## src/rtl/sipo_pkg.sv

```systemverilog
// Shared constants for the serial-to-parallel deserializer (sipo_deser).
// Latency: n/a (package only).
// Backpressure: n/a.
package sipo_pkg;

    localparam int SIPO_WIDTH_DEF = 8;

    typedef logic sipo_state_t;

    localparam sipo_state_t ST_SHIFT = 1'b0;
    localparam sipo_state_t ST_PAR   = 1'b1;

    // Counter width for a count range of 0..w-1 (never narrower than 1 bit).
    function automatic int sipo_cnt_w(input int w);
        return (w > 2) ? $clog2(w) : 1;
    endfunction

endpackage

```

## src/rtl/sipo_bitcnt.sv

```systemverilog
// Sampled-bit counter 0..WIDTH-1 with final-bit detect; may hold at the last count.
// Latency: o_last is combinational from the registered count.
// Backpressure: none; advances only when i_adv=1.
module sipo_bitcnt
    import sipo_pkg::*;
#(
    parameter int WIDTH = SIPO_WIDTH_DEF
) (
    input  logic i_clk,
    input  logic i_rst_n,
    input  logic i_adv,
    input  logic i_hold,
    output logic o_last
);

    localparam int CW = sipo_cnt_w(WIDTH);

    logic [CW-1:0] r_cnt;

    assign o_last = (r_cnt == CW'(WIDTH - 1));

    // i_hold keeps the count at WIDTH-1 so a trailing parity bit can be sampled before wrapping.
    always_ff @(posedge i_clk or negedge i_rst_n) begin
        if (!i_rst_n) begin
            r_cnt <= '0;
        end else if (i_adv) begin
            if (o_last) begin
                if (!i_hold) begin
                    r_cnt <= '0;
                end
            end else begin
                r_cnt <= r_cnt + CW'(1);
            end
        end
    end

endmodule

```

## src/rtl/sipo_deser.sv

```systemverilog
// Serial-to-parallel deserializer; optional even-parity check via SIPO_PARITY_EN.
// Latency: Pout/PoutVld load on the same edge that samples the word's final bit.
// Backpressure: PoutVld/PoutRdy; a word completing while Pout is unconsumed is dropped and sets sticky Ovf.
module sipo_deser
    import sipo_pkg::*;
#(
    parameter int WIDTH     = SIPO_WIDTH_DEF,
    parameter int MSB_FIRST = 1
) (
    input  logic             C,
    input  logic             Rbar,
    input  logic             D,
    input  logic             DVld,
    output logic [WIDTH-1:0] Pout,
    output logic             PoutVld,
    input  logic             PoutRdy,
`ifdef SIPO_PARITY_EN
    output logic             ParErr,
`endif
    output logic             Ovf
);

    logic [WIDTH-1:0] r_shift;
    sipo_state_t      r_state;

    logic [WIDTH-1:0] w_shift_nxt;
    logic [WIDTH-1:0] w_word;
    logic             w_last;
    logic             w_hold;
    logic             w_done;
    logic             w_load;
    logic             w_drop;

    sipo_bitcnt #(
        .WIDTH (WIDTH)
    ) u_bitcnt (
        .i_clk   (C),
        .i_rst_n (Rbar),
        .i_adv   (DVld),
        .i_hold  (w_hold),
        .o_last  (w_last)
    );

    always_comb begin
        w_shift_nxt = r_shift;
        if (MSB_FIRST != 0) begin
            w_shift_nxt = {r_shift[WIDTH-2:0], D};
        end else begin
            w_shift_nxt = {D, r_shift[WIDTH-1:1]};
        end
    end

`ifdef SIPO_PARITY_EN
    // Data is complete in r_shift when the parity bit arrives; that edge completes the word.
    assign w_hold = (r_state == ST_SHIFT);
    assign w_done = DVld & (r_state == ST_PAR);
    assign w_word = r_shift;
`else
    assign w_hold = 1'b0;
    assign w_done = DVld & w_last & (r_state == ST_SHIFT);
    assign w_word = w_shift_nxt;
`endif

    assign w_load = w_done & (~PoutVld | PoutRdy);
    assign w_drop = w_done & PoutVld & ~PoutRdy;

    always_ff @(posedge C or negedge Rbar) begin
        if (!Rbar) begin
            r_state <= ST_SHIFT;
        end else begin
`ifdef SIPO_PARITY_EN
            if (DVld) begin
                if (r_state == ST_SHIFT) begin
                    if (w_last) begin
                        r_state <= ST_PAR;
                    end
                end else begin
                    r_state <= ST_SHIFT;
                end
            end
`else
            r_state <= ST_SHIFT;
`endif
        end
    end

    // The parity bit is never shifted in; the next word's data overwrites every position anyway.
    always_ff @(posedge C or negedge Rbar) begin
        if (!Rbar) begin
            r_shift <= '0;
        end else if (DVld && (r_state == ST_SHIFT)) begin
            r_shift <= w_shift_nxt;
        end
    end

    always_ff @(posedge C or negedge Rbar) begin
        if (!Rbar) begin
            Pout    <= '0;
            PoutVld <= 1'b0;
        end else if (w_load) begin
            Pout    <= w_word;
            PoutVld <= 1'b1;
        end else if (PoutVld && PoutRdy) begin
            PoutVld <= 1'b0;
        end
    end

    always_ff @(posedge C or negedge Rbar) begin
        if (!Rbar) begin
            Ovf <= 1'b0;
        end else if (w_drop) begin
            Ovf <= 1'b1;
        end
    end

`ifdef SIPO_PARITY_EN
    always_ff @(posedge C or negedge Rbar) begin
        if (!Rbar) begin
            ParErr <= 1'b0;
        end else if (w_load) begin
            ParErr <= (^r_shift) ^ D;
        end
    end
`endif

endmodule

```

## config.mk

```make
export PLATFORM = sky130hd
export DESIGN_NAME = sipo_deser
export DESIGN_NICKNAME = d
export VERILOG_FILES = /design/src/rtl/sipo_pkg.sv /design/src/rtl/sipo_bitcnt.sv /design/src/rtl/sipo_deser.sv
export SDC_FILE = /design/constraint.sdc
export NUM_CORES = 1
export LEC_CHECK = 0
export ABC_AREA = 1
export CORE_UTILIZATION = 35
export CTS_BUF_LIST = sky130_fd_sc_hd__clkbuf_4 sky130_fd_sc_hd__clkbuf_8
export DETAILED_ROUTE_END_ITERATION = 7
export GPL_TIMING_DRIVEN = 1
export HOLD_SLACK_MARGIN = 0.05
export PLACE_DENSITY_LB_ADDON = 0.2
export REMOVE_ABC_BUFFERS = 1
export SYNTH_ARGS = -nofsm -noshare
export SYNTH_HDL_FRONTEND = slang
export SYNTH_SLANG_ARGS = --single-unit
```

## constraint.sdc

```tcl
create_clock -name C -period 1.3 [get_ports C]
set_input_delay 0.195 -clock C [delete_from_list [all_inputs] [get_ports C]]
set_output_delay 0.195 -clock C [all_outputs]
set_load 0.005 [all_outputs]
```

==> metrics.cfg, run 1 <==
[detailed_routing]
dr.pass1.iters = 4
drtIter0Drc = 13
drc = 0
vias_per_cell = 4.53
wl_per_cell_microns = 9.94
wl_microns = 1350
antenna_left = 0
vias = 616

[critical_path]
worstPathRequired_ns = 1.48
rr_endpoint = Pout[6]
critical_path_arrival_ns = 1.40
cp-end-kind = flop
crit_family = flip-flops
crit_buf_inv = 1
r2r_cells = 6
crit_chain = ha_1, ha_2, nand2_4, clkinv_2, nand3_1, nand2_1
ff2ff_setup_slack_ns = 0.08
worst-setup-path-type = flop to flop
cpPeakStageDelay_ns = 0.40
cp-start-kind = flop
cp_slowest_cell = dfrtp_1
cp_max_fo = 4
worstSetupPathDepth = 6
r2r-start = u_bitcnt.r_cnt[1]

[synthesis]
synth_area_leader_cell = dfrtp_1
synth_cell_types = 15
synth_top_area_share_pct = 61.8
seq_area_frac_synth_pct = 61.8
synthTopCellsByArea = dfrtp_1 62%, nand2_1 10%, nand3_1 6.2%
ys_warn_count = 0
netlist_area_sq_um = 810
synth_seq_cells = 20
syn_inst = 84
synth_area_per_cell_sq_um = 9.64

[timing]
slew_violations = 0
holdWs_ns = 0.239
rsz0062_at_grt = false
hold_viol_final = 0
fin_skew_ns = 0.00206
slew_headroom_pct = 82.4
fin_crit_sh_pct = 93.6
setup_violations = 0
fmax_mhz = 822
worst_slew_pin_slew_ns = 0.264
fin_crit_ns = 1.22
finalSetupTns_ns = 0

[power]
ir_worst_vdd_v = 0.000713
p_leak_nw = 0.584
power_density_nw_per_um2 = 1650

[global_routing]
grt-ovfl-total = 0
antenna_found_initial = 0
grt_pass1_vias = 607
grt_first_pass_wirelength_microns = 2610
grt_max_degree = 21
grt_usage_pct = 13.9

[floorplan]
core_sq_um = 2190
die-area_sq_um = 2510
start_util_pct = 37.0
die_h_microns = 50.1
io_pins = 15
placementRows = 17
die_w_microns = 50.1

[cts]
cts_tree = done
clk_pin_slew_ns = 0.10
h-tree-depth = 1
cts_buffers = 3
insertion_delay_ns = 0.28
cts_buffer_depth = 2
root_buffer = clkbuf_4
clock-sinks = 20

[cells_and_area]
final_common_cell = nand2_1
finish.utilization_pct = 48.8
area_growth_pct = 32.1
diodes = 0
drive_above_1_share_pct = 16.7
fin_nets = 117
most-common-layout-cells = 22 x nand2_1, 20 x dfrtp_1, 10 x nand3_1, 10 x dlygate4sd2_1

[hold_path]
min_path_type = input pin to async pin

[status]
status = finished clean

[flow_run]
maxCapViolCount = 0

[placement]
io_buffers = 14
globalplace.congestion = 0.774
place.detailed.hpwl_microns = 979

-- state kept, by name (all words and copies together) (netlist names) --
register and count:
Pout 8, r_shift 7, u_bitcnt.r_cnt 3, Ovf 1
PoutVld 1
-- power breakdown --
| part | switching, W | leakage, nW | internal (W) |
|---|---|---|---|
| clock | 0.000164 | 0.0138 | 0.000107 |
| sequential | 0.0000938 | 0.250 | 0.000808 |
| combinational | 0.000259 | 0.320 | 0.000330 |
-- cell type report --
type | count | area (sq um)
repair buffers | 23 | 195
repair inverters | 1 | 5.00
clock buffers | 3 | 22.5
well taps | 28 | 35.0
fillers | 218 | 1120
flip-flops and latches | 20 | 500
inverters | 10 | 45.0
multi-input cells | 51 | 267
-- worst max path at each step --
| stage | start | end |
|---|---|---|
| floorplan | u_bitcnt.r_cnt[0] | Pout[0] |
| global placement | DVld | Pout[5] |
| detailed placement | u_bitcnt.r_cnt[0] | Pout[1] |
| CTS | u_bitcnt.r_cnt[0] | Pout[5] |
| global route | u_bitcnt.r_cnt[0] | Pout[0] |
| finish | u_bitcnt.r_cnt[1] | Pout[6] |
-- per-layer routing --
layer  vias to the layer above  GRT usage [%]  wire [microns]
met1                       292           16.9             619
met5                         -              0               0
met4                         0           5.71              10
met3                         2           2.78              47
met2                         8           23.6             674
li1                        314              -               -
-- cells in the mapped netlist --
| master | count |
|---|---|
| nand2_1 | 22 |
| dfrtp_1 | 20 |
| nand3_1 | 10 |
| inv_1 | 9 |
| o21ai_1 | 7 |
| a21oi_1 | 3 |
| nor2_1 | 3 |
| ha_1 | 2 |
| nand2_2 | 2 |
| buf_2 | 1 |
| buf_4 | 1 |
| clkbuf_4 | 1 |
| clkinv_2 | 1 |
| nand2_4 | 1 |
| o21bai_1 | 1 |
-- cells by family after synthesis --
family / count (synthesis) / synth area share, %
AOI/OAI and AO/OA: 11 / 7.11
adders and majority gates: 2 / 3.09
and+or+nand+nor: 38 / 20.7
DFF: 20 / 61.8
buffers and inverters: 13 / 7.26
-- metrics by stage --
stage               total power, W  cell area [sq um]  std cells  setup slack [ns]
finish                     0.00176               1070        136            0.0837
detailed placement         0.00149                995        127           0.00308
global route               0.00192               1070        136            0.0162
global placement           0.00148                995        127            0.0391
CTS                        0.00177               1050        135            0.0178
floorplan                  0.00115                790         81            0.0950
-- repair_timing --
action,4_1_cts,5_1_grt
resized for setup,11,4
endpoints found under the hold margin,0,0
gates cloned,0,1
setup endpoints to repair,18,8
buffers inserted,5,0
pin swaps,0,1
hold buffers,0,0
(Power assumes the default switching activity.)
==> inputs of run 2 (changes only) <==
==> constraint.sdc (replaced) <==
create_clock -name C -period 1 [get_ports C]
set_input_delay 0.15 -clock C [delete_from_list [all_inputs] [get_ports C]]
set_output_delay 0.15 -clock C [all_outputs]
set_load 0.005 [all_outputs]
==> metrics.cfg, run 2 (synthesis results as in run 1) <==
[status]
status = complete, but fails checks
violations = setup timing

[detailed_routing]
drc = 0  ; unchanged
vias_per_cell = 4.50  ; -0.72%
drtIter0Drc = 4  ; -9
antenna_left = 0  ; unchanged
wl_microns = 1560  ; +15%
vias = 661  ; +7.3%
wl_per_cell_microns = 10.6  ; +6.8%
dr.pass1.iters = 4  ; unchanged

[cts]
insertion_delay_ns = 0.31  ; +0.03 ns
cts_buffer_depth = 2  ; unchanged
root_buffer = clkbuf_4
clock-sinks = 20  ; unchanged
cts_tree = done
h-tree-depth = 1  ; unchanged
hold_buffers = 0  ; unchanged
clk_pin_slew_ns = 0.12  ; +0.02 ns
cts_buffers = 3  ; unchanged

[timing]
slew_violations = 0  ; unchanged
fmax_mhz = 869  ; +5.7%
worst_slew_pin_slew_ns = 0.292  ; +0.0280 ns
setup_violations = 13  ; +13
rsz0062_at_grt = true
finalWorstSetupSlack_ns = -0.151  ; -0.235 ns
fin_skew_ns = 0.0133  ; +0.0112 ns
slew_headroom_pct = 80.5  ; -1.8 points
hold_viol_final = 0  ; unchanged
holdWs_ns = 0.169  ; -0.0701 ns
fin_crit_ns = 1.15  ; -0.0652 ns
fin_crit_sh_pct = 115  ; +22 points

[cells_and_area]
max_flop_register = Pout
drive_above_1_share_pct = 42.0  ; +25 points
area_growth_pct = 49.9
fin_nets = 127  ; +8.5%
fin_cells = 147  ; +8.1%
diodes = 0  ; unchanged
reg_top3 = Pout x8, r_shift x7, u_bitcnt.r_cnt x3
largest_reg_flops = 8  ; unchanged
final_common_cell = dfrtp_1
most-common-layout-cells = 20 x dfrtp_1, 19 x nand2_1, 17 x buf_4, 9 x buf_2, 8 x inv_1
fillers = 207  ; -5.0%

[critical_path]
cp-end-kind = flop
worstPathRequired_ns = 1.21  ; -0.27 ns
ff2ff_setup_slack_ns = -0.15  ; -0.23 ns
worst-setup-path-type = flop to flop
cp-start-kind = flop
r2r_cells = 6  ; unchanged
rr_endpoint = Pout[1]
critical_path_arrival_ns = 1.37  ; -0.03 ns
r2r-start = u_bitcnt.r_cnt[1]
cp_max_fo = 4  ; unchanged

[hold_path]
min_path_type = input pin to async pin

[placement]
place.detailed.hpwl_microns = 1000  ; +2.4%
placed_cells_incl_taps = 131  ; +3.1%
io_buffers = 14  ; unchanged
globalplace.congestion = 0.725  ; -6.3%

[power]
fin_total_pwr_w = 0.00286  ; +62%
ir_worst_vdd_v = 0.00139  ; +95%
p_leak_nw = 0.643  ; +10%
power_density_nw_per_um2 = 2360  ; +43%

[global_routing]
grt-ovfl-total = 0  ; unchanged
grt_max_degree = 21  ; unchanged
antenna_found_initial = 0  ; unchanged
grt_usage_pct = 14.5  ; +0.68 points
grt_first_pass_wirelength_microns = 2650  ; +1.6%
grt_pass1_vias = 622  ; +2.5%

[floorplan]
die-area_sq_um = 2510  ; unchanged
core_sq_um = 2190  ; unchanged
io_pins = 15  ; unchanged
start_util_pct = 37.0  ; unchanged
die_w_microns = 50.1  ; unchanged
die_h_microns = 50.1  ; unchanged
placementRows = 17  ; unchanged

[flow_run]
maxCapViolCount = 0  ; unchanged

==> run 2: what timing repair did <==
item	in CTS	in global routing
gates resized for setup	46	12
endpoints found under the setup margin	23	23
pin swaps	3	2
cloned	1	0
buffers inserted	10	1
==> run 2: how the worst max path moves through the flow <==
stage                 startpoint      end  cells past startpoint
2_1_floorplan  u_bitcnt.r_cnt[0]  Pout[0]                      7
3_3_place_gp   u_bitcnt.r_cnt[0]  Pout[5]                      7
3_5_place_dp   u_bitcnt.r_cnt[0]  Pout[0]                      7
4_1_cts        u_bitcnt.r_cnt[1]  Pout[0]                      7
5_1_grt        u_bitcnt.r_cnt[1]  Pout[5]                      6
6_report       u_bitcnt.r_cnt[1]  Pout[1]                      6
==> run 2: power breakdown <==
part / switching [W] / internal, W / total [W]
Combinational: 0.000431 / 0.000587 / 0.00102
Clock: 0.000255 / 0.000405 / 0.000660
Sequential: 0.000133 / 0.00105 / 0.00118
Total: 0.000819 / 0.00204 / 0.00286
==> run 2: metrics by stage <==
stage / utilization (%) / cell area, sq um / setup TNS, ns / setup slack, ns
6_report: 55.4 / 1210 / -1.61 / -0.151
3_5_place_dp: 47.3 / 1040 / -3.66 / -0.281
2_1_floorplan: - / 790 / -1.68 / -0.205
3_3_place_gp: 47.3 / 1040 / -3.19 / -0.251
5_1_grt: 55.4 / 1210 / -2.43 / -0.203
4_1_cts: 53.4 / 1170 / -1.79 / -0.158
==> run 2: final cells by class <==
class	instances	area, sq um	share of cell area (%)
Clock buffer	3	22.5	1.86
Sequential cell	20	500	41.2
Multi-Input combinational cell	51	322	26.5
Timing Repair Buffer	33	251	20.7
Clock inverter	1	30.0	2.47
Inverter	10	47.5	3.92
Tap cell	28	35.0	2.89
Timing Repair inverter	1	5.00	0.412
==> run 2: routing by layer <==
| metal | vias to the layer above | global-route usage, % | share of wire [%] |
|---|---|---|---|
| met3 | 2 | 5.56 | 4.4 |
| met5 | - | 0 | 0 |
| li1 | 338 | - | - |
| met4 | 0 | 4.29 | 0.51 |
| met2 | 12 | 25.6 | 53 |
| met1 | 309 | 16.0 | 42 |
==> run 2: critical path, cell delays in order, from the launching register on <==
cell	delay, ns
dfrtp_1	0.40
ha_2	0.21
ha_4	0.18
nand2_8	0.08
clkinv_2	0.08
nand3_1	0.07
nand2_1	0.06
